--- config.mk ---
export PLATFORM = sky130hd
export DESIGN_NAME = risc_v_mike_uart_loader
export DESIGN_NICKNAME = d
export VERILOG_FILES = /design/src/rtl/risc_v_mike_uart_loader.sv
export SDC_FILE = /design/constraint.sdc
export NUM_CORES = 1
export LEC_CHECK = 0
export ABC_AREA = 1
export BUFFER_PORTS_ARGS = -buffer_cell sky130_fd_sc_hd__buf_2
export CORE_MARGIN = 5
export CORE_UTILIZATION = 49
export CTS_CLUSTER_DIAMETER = 50
export DETAILED_ROUTE_END_ITERATION = 12
export PLACE_DENSITY = 0.63
export SLEW_MARGIN = 5
export SYNTH_ARGS = -nofsm -noshare
export SYNTH_HDL_FRONTEND = slang
export SYNTH_SLANG_ARGS = --single-unit
--- constraint.sdc ---
create_clock -name clk -period 5.4 [get_ports clk]
set_clock_uncertainty 0.2 [all_clocks]
set_input_delay 1.08 -clock clk [delete_from_list [all_inputs] [get_ports clk]]
set_output_delay 1.08 -clock clk [all_outputs]
set_load 0.01 [all_outputs]
--- src/rtl/risc_v_mike_uart_loader.sv ---
// UART boot loader: receives a length-prefixed stream of 32-bit instruction words
// over 8N1 serial and writes them into instruction memory while holding the core in reset.
module risc_v_mike_uart_loader #(
    parameter int CLK_PER_BIT = 868,
    parameter int ADDR_WIDTH  = 10,
    parameter int START_ADDR  = 2
) (
    input  logic                  clk,
    input  logic                  rst,
    input  logic                  rx,
    output logic                  imem_we,
    output logic [ADDR_WIDTH-1:0] imem_addr,
    output logic [31:0]           imem_wdata,
    output logic                  core_hold,
    output logic                  load_done,
    output logic                  frame_err
);
    localparam int CNT_W = $clog2(CLK_PER_BIT + 1);
    localparam logic [CNT_W-1:0] BIT_LAST  = CNT_W'(CLK_PER_BIT - 1);
    localparam logic [CNT_W-1:0] HALF_LAST = CNT_W'(CLK_PER_BIT / 2 - 1);

    typedef enum logic [1:0] {RX_IDLE, RX_START, RX_DATA, RX_STOP} rx_state_t;
    typedef enum logic [1:0] {LD_LEN_LO, LD_LEN_HI, LD_WORD, LD_DONE} ld_state_t;

    // rx_prev_q delays the synchronized line once more for falling-edge detection.
    logic rx_meta_q, rx_sync_q, rx_prev_q;

    rx_state_t        rx_state_q, rx_state_d;
    logic [CNT_W-1:0] cnt_q, cnt_d;
    logic [2:0]       bit_cnt_q, bit_cnt_d;
    logic [7:0]       shift_q, shift_d;
    logic             byte_valid, byte_bad;

    ld_state_t             ld_state_q, ld_state_d;
    logic [15:0]           len_q, len_d;
    logic [15:0]           word_idx_q, word_idx_d;
    logic [1:0]            byte_idx_q, byte_idx_d;
    logic [31:0]           word_asm_q, word_asm_d;
    logic [31:0]           asm_next;
    logic                  last_q, last_d;
    logic                  imem_we_q, imem_we_d;
    logic [ADDR_WIDTH-1:0] imem_addr_q, imem_addr_d;
    logic [31:0]           imem_wdata_q, imem_wdata_d;
    logic                  core_hold_q, core_hold_d;
    logic                  load_done_q, load_done_d;
    logic                  frame_err_q, frame_err_d;

    always_ff @(posedge clk) begin
        if (rst) begin
            rx_meta_q <= 1'b1;
            rx_sync_q <= 1'b1;
            rx_prev_q <= 1'b1;
        end else begin
            rx_meta_q <= rx;
            rx_sync_q <= rx_meta_q;
            rx_prev_q <= rx_sync_q;
        end
    end

    always_comb begin
        rx_state_d = rx_state_q;
        cnt_d      = cnt_q;
        bit_cnt_d  = bit_cnt_q;
        shift_d    = shift_q;
        byte_valid = 1'b0;
        byte_bad   = 1'b0;
        case (rx_state_q)
            RX_IDLE: begin
                cnt_d     = '0;
                bit_cnt_d = '0;
                if (rx_prev_q && !rx_sync_q) rx_state_d = RX_START;
            end
            RX_START: begin
                if (cnt_q == HALF_LAST) begin
                    cnt_d      = '0;
                    rx_state_d = rx_sync_q ? RX_IDLE : RX_DATA;
                end else begin
                    cnt_d = cnt_q + 1'b1;
                end
            end
            RX_DATA: begin
                if (cnt_q == BIT_LAST) begin
                    cnt_d   = '0;
                    shift_d = {rx_sync_q, shift_q[7:1]};
                    if (bit_cnt_q == 3'd7) rx_state_d = RX_STOP;
                    else                   bit_cnt_d  = bit_cnt_q + 1'b1;
                end else begin
                    cnt_d = cnt_q + 1'b1;
                end
            end
            RX_STOP: begin
                if (cnt_q == BIT_LAST) begin
                    cnt_d      = '0;
                    rx_state_d = RX_IDLE;
                    byte_valid = rx_sync_q;
                    byte_bad   = !rx_sync_q;
                end else begin
                    cnt_d = cnt_q + 1'b1;
                end
            end
            default: rx_state_d = RX_IDLE;
        endcase
    end

    // Each lane of the assembly register takes the received byte only when selected.
    generate
        for (genvar gi = 0; gi < 4; gi++) begin : g_lane
            assign asm_next[gi*8 +: 8] = (byte_idx_q == 2'(gi)) ? shift_q : word_asm_q[gi*8 +: 8];
        end
    endgenerate

    always_comb begin
        ld_state_d   = ld_state_q;
        len_d        = len_q;
        word_idx_d   = word_idx_q;
        byte_idx_d   = byte_idx_q;
        word_asm_d   = word_asm_q;
        last_d       = last_q;
        imem_we_d    = 1'b0;
        imem_addr_d  = imem_addr_q;
        imem_wdata_d = imem_wdata_q;
        core_hold_d  = core_hold_q;
        load_done_d  = 1'b0;
        frame_err_d  = frame_err_q | byte_bad;
        case (ld_state_q)
            LD_LEN_LO: begin
                if (byte_valid) begin
                    len_d[7:0] = shift_q;
                    ld_state_d = LD_LEN_HI;
                end
            end
            LD_LEN_HI: begin
                if (byte_valid) begin
                    len_d[15:8] = shift_q;
                    byte_idx_d  = '0;
                    word_idx_d  = '0;
                    if ({shift_q, len_q[7:0]} == 16'd0) begin
                        ld_state_d  = LD_DONE;
                        load_done_d = 1'b1;
                        core_hold_d = 1'b0;
                    end else begin
                        ld_state_d = LD_WORD;
                    end
                end
            end
            LD_WORD: begin
                // last_q delays completion so load_done follows the final write by one cycle.
                if (last_q) begin
                    last_d      = 1'b0;
                    ld_state_d  = LD_DONE;
                    load_done_d = 1'b1;
                    core_hold_d = 1'b0;
                end else if (byte_valid) begin
                    word_asm_d = asm_next;
                    byte_idx_d = byte_idx_q + 1'b1;
                    if (byte_idx_q == 2'd3) begin
                        imem_we_d    = 1'b1;
                        imem_wdata_d = asm_next;
                        imem_addr_d  = ADDR_WIDTH'(START_ADDR) + ADDR_WIDTH'(word_idx_q);
                        word_idx_d   = word_idx_q + 16'd1;
                        last_d       = (word_idx_q + 16'd1 == len_q);
                    end
                end
            end
            default: ;
        endcase
        if (byte_bad && ld_state_q != LD_DONE) begin
            ld_state_d = LD_LEN_LO;
            byte_idx_d = '0;
            word_idx_d = '0;
            word_asm_d = '0;
            last_d     = 1'b0;
        end
    end

    always_ff @(posedge clk) begin
        if (rst) begin
            rx_state_q   <= RX_IDLE;
            cnt_q        <= '0;
            bit_cnt_q    <= '0;
            shift_q      <= '0;
            ld_state_q   <= LD_LEN_LO;
            len_q        <= '0;
            word_idx_q   <= '0;
            byte_idx_q   <= '0;
            word_asm_q   <= '0;
            last_q       <= 1'b0;
            imem_we_q    <= 1'b0;
            imem_addr_q  <= '0;
            imem_wdata_q <= '0;
            core_hold_q  <= 1'b1;
            load_done_q  <= 1'b0;
            frame_err_q  <= 1'b0;
        end else begin
            rx_state_q   <= rx_state_d;
            cnt_q        <= cnt_d;
            bit_cnt_q    <= bit_cnt_d;
            shift_q      <= shift_d;
            ld_state_q   <= ld_state_d;
            len_q        <= len_d;
            word_idx_q   <= word_idx_d;
            byte_idx_q   <= byte_idx_d;
            word_asm_q   <= word_asm_d;
            last_q       <= last_d;
            imem_we_q    <= imem_we_d;
            imem_addr_q  <= imem_addr_d;
            imem_wdata_q <= imem_wdata_d;
            core_hold_q  <= core_hold_d;
            load_done_q  <= load_done_d;
            frame_err_q  <= frame_err_d;
        end
    end

    assign imem_we    = imem_we_q;
    assign imem_addr  = imem_addr_q;
    assign imem_wdata = imem_wdata_q;
    assign core_hold  = core_hold_q;
    assign load_done  = load_done_q;
    assign frame_err  = frame_err_q;
endmodule

==> results.toml <==
[run]
maxCapViolCount = 0

[setup_path]
crit_required_ns = 5.52
crit_buf_inv = 5
crit_path_max_fanout = 40
worstPathArrival_ns = 2.86
regToRegEndpoint = "word_idx_q[0]$_SDFFE_PP0P_"
startpoint_type = "register"
crit_path_start = "ld_state_q[0]$_SDFFE_PP0P_"
path_delay_family = "simple AND/OR/NAND/NOR gates"
endpoint_kind = "register"
r2r_slack_ns = 2.66
rr_startpoint = "ld_state_q[0]$_SDFFE_PP0P_"
cp_slowest_cell = "nor2_4"
path_cells = "inv_1 > ha_1 > inv_2 > nor2_2 > inv_2 > nor2_1 > inv_1 > nor2_4 > inv_1 > a211oi_1"
path_common_cell = "inv_1"
critPathKind = "reg2reg"
slowest_delay_ns = 0.80
rr_worst_depth = 10

[hold_path]
holdPathStages = 1
whs_endpoint = "rx_sync_q$_SDFF_PP1_"
hold_class = "reg2reg"
min_from = "rx_meta_q$_SDFF_PP1_"

[place]
place.detailed.hpwl_um = 9975
place_area_um2 = 6531
io_buffers = 48
gp_congestion = 0.8453
pre_cts_ws_ns = 2.648

[drt]
drt_pass1_iterations = 5
drc = 0
routed_wl_um = 14720
ant_nets = 0
via_per_inst = 5.297
routedWlPerCell_um = 14.52
drt_iter0_markers = 363
vias = 5371

[synthesis]
syn_area_per_cell_um2 = 7.882
synth-edff-count = 0
synth_seq_area_share_pct = 42.33
ys_types = 41
syn_area_um2 = 6290
syn_nets = 816
yosys_warnings = 0
synthFlopType = "dfxtp_1"
syn_inst = 798
async_flop_share_pct = 0
synth-seq-cells = 133

[layout]
finalNetCount = 847
final_cell_mix = "nand2_1, dfxtp_1, nor2_1, a21oi_1, o21ai_0"
nFillCells = 1195
layout-drive-gt1-share_pct = 17.93
fin_util_pct = 57.03
synthToLayoutAreaGrowth_pct = 14.42
post-route-cell-area_um2 = 7197
final_common_cell = "nand2_1"
n_antenna_cell = 0

[clock_tree]
cts_setup_buffers = 0
clockBufferDepth = 2
clock_sinks = 133
clock_latency_ns = 0.42
cts-buffers-inserted = 17
path_clk_slew_ns = 0.06
cts-hold-fix-buffers = 0
cts_resized = 0
root_buffer = "clkbuf_16"
htreeDepth = 4
cts_tree = "built"

[floorplanning]
dieArea_um2 = 15200
die_h_um = 123.3
start_util_pct = 49.84
core-area_um2 = 12620
pin_count = 49
num_rows = 41
die_w_um = 123.3

[global_route]
grt_start_max_net_pins = 47
antenna_found_initial = 0
track_usage_pct = 20.11
grt_pass1_vias = 5057
grt_pass1_wl_um = 24090
grt_overflow = 0

[pwr]
powerDensity_nw_per_um2 = 322.1
p_leak_nw = 2.719
ir_drop_mv = 0.2115
p_total_mw = 2.318

[sta]
slew_headroom_pct = 31.27
rsz0062_at_grt = "false"
worstMarginPinSlew_ns = 1.029
fin_crit_sh_pct = 50.70
drv_slew = 0
setup_ws_ns = 2.662
hold_violations = 0
period_minus_slack_ns = 2.738
setup_viol = 0
max_freq_mhz = 365.2
tns_ns = 0

[run_status]
run_status = "completed"
-- worst max-delay path by stage --
| stage | end | slack, ns | cells after the start |
|---|---|---|---|
| CTS | word_idx_q[0]$_SDFFE_PP0P_ | 2.63 | 9 |
| global route | word_idx_q[0]$_SDFFE_PP0P_ | 2.35 | 9 |
| finish | word_idx_q[0]$_SDFFE_PP0P_ | 2.66 | 10 |
| floorplan | len_q[11]$_SDFFE_PP0P_ | 3.14 | 6 |
| detailed placement | word_idx_q[0]$_SDFFE_PP0P_ | 2.65 | 9 |
| global placement | word_idx_q[0]$_SDFFE_PP0P_ | 2.75 | 10 |
-- cells by family (layout without fill, tap and decap cells) --
kind of cell | Yosys count | after routing | synth area share, %
compound gates | 193 | 193 | 20.19
xor+xnor | 19 | 19 | 2.646
fa+ha+maj | 15 | 15 | 2.984
buf+inv | 102 | 146 | 7.658
flops | 133 | 133 | 42.33
simple gates | 336 | 336 | 24.19
-- sequential cells by signal, summed over array words and instances, names as in the netlist, named ones only --
name        cells
load_done       1
ld_state_q      2
rx_meta_q       1
rx_sync_q       1
shift_q         8
len_q          16
core_hold       1
word_idx_q     16
imem_we         1
frame_err       1
byte_idx_q      2
cnt_q          10
rx_prev_q       1
rx_state_q      1
imem_addr      10
last_q          1
bit_cnt_q       3
word_asm_q     24
imem_wdata     32
-- area by class of cell --
| class | instances | area (um2) | share of cell area [%] |
|---|---|---|---|
| multi-input combinational | 563 | 3153 | 43.81 |
| clock buffer | 20 | 466.7 | 6.485 |
| tap | 172 | 215.2 | 2.990 |
| sequential | 133 | 2663 | 37.00 |
| clock inverter | 12 | 198.9 | 2.764 |
| inverter | 63 | 237.7 | 3.303 |
| timing repair buffer | 51 | 262.8 | 3.651 |
-- per-layer routing --
metal	wire [um]	part of all wire (%)	up-vias	GRT usage [%]
li1	-	-	2745	-
met2	6642	45	118	31.33
met4	255	1.7	0	7.958
met5	0	0	-	0
met3	682	4.6	22	4.300
met1	7141	49	2486	27.25
-- power by group --
group	switching (mW)	leakage, nW	internal (mW)
Combinational	0.0300	1.33	0.00951
Sequential	0.00395	1.07	0.985
Clock	0.433	0.315	0.856
Total	0.467	2.72	1.85
-- stage by stage --
step                      instances  hold WS [ns]
final                          1014        0.2106
after global routing           1014        0.2228
after CTS                      1014        0.2111
after detailed placement        982        0.1977
after global placement          982        0.1983
after floorplan                 798        0.1895
-- synthesized netlist by cell type, types with 3 or more instances --
master    count  area [um2]
or2_2         3       18.77
nor2_2        5       31.28
buf_2        11       55.05
nand3b_1      4       30.03
xor2_1       12       105.1
nor2_1      108       405.4
nand3_1      34       170.2
nand2_2       3       18.77
dfxtp_1     133        2663
a21oi_2       9       78.83
nand3_2       9       90.09
clkbuf_1     12       45.04
inv_2         4       15.01
buf_6         8       90.09
o21ai_0      60       300.3
nand4_1      12       75.07
a211oi_2     25       312.8
a21oi_1      67       335.3
nor3_1       10       50.05
xnor2_1       7       61.31
nor2_4        5       56.30
inv_1        54       202.7
ha_1         15       187.7
nand2_1     138       518.0
a211oi_1     22       165.2
buf_4         6       45.04
clkinv_1      4       15.01
No activity file was read; power rests on OpenSTA's default activity.
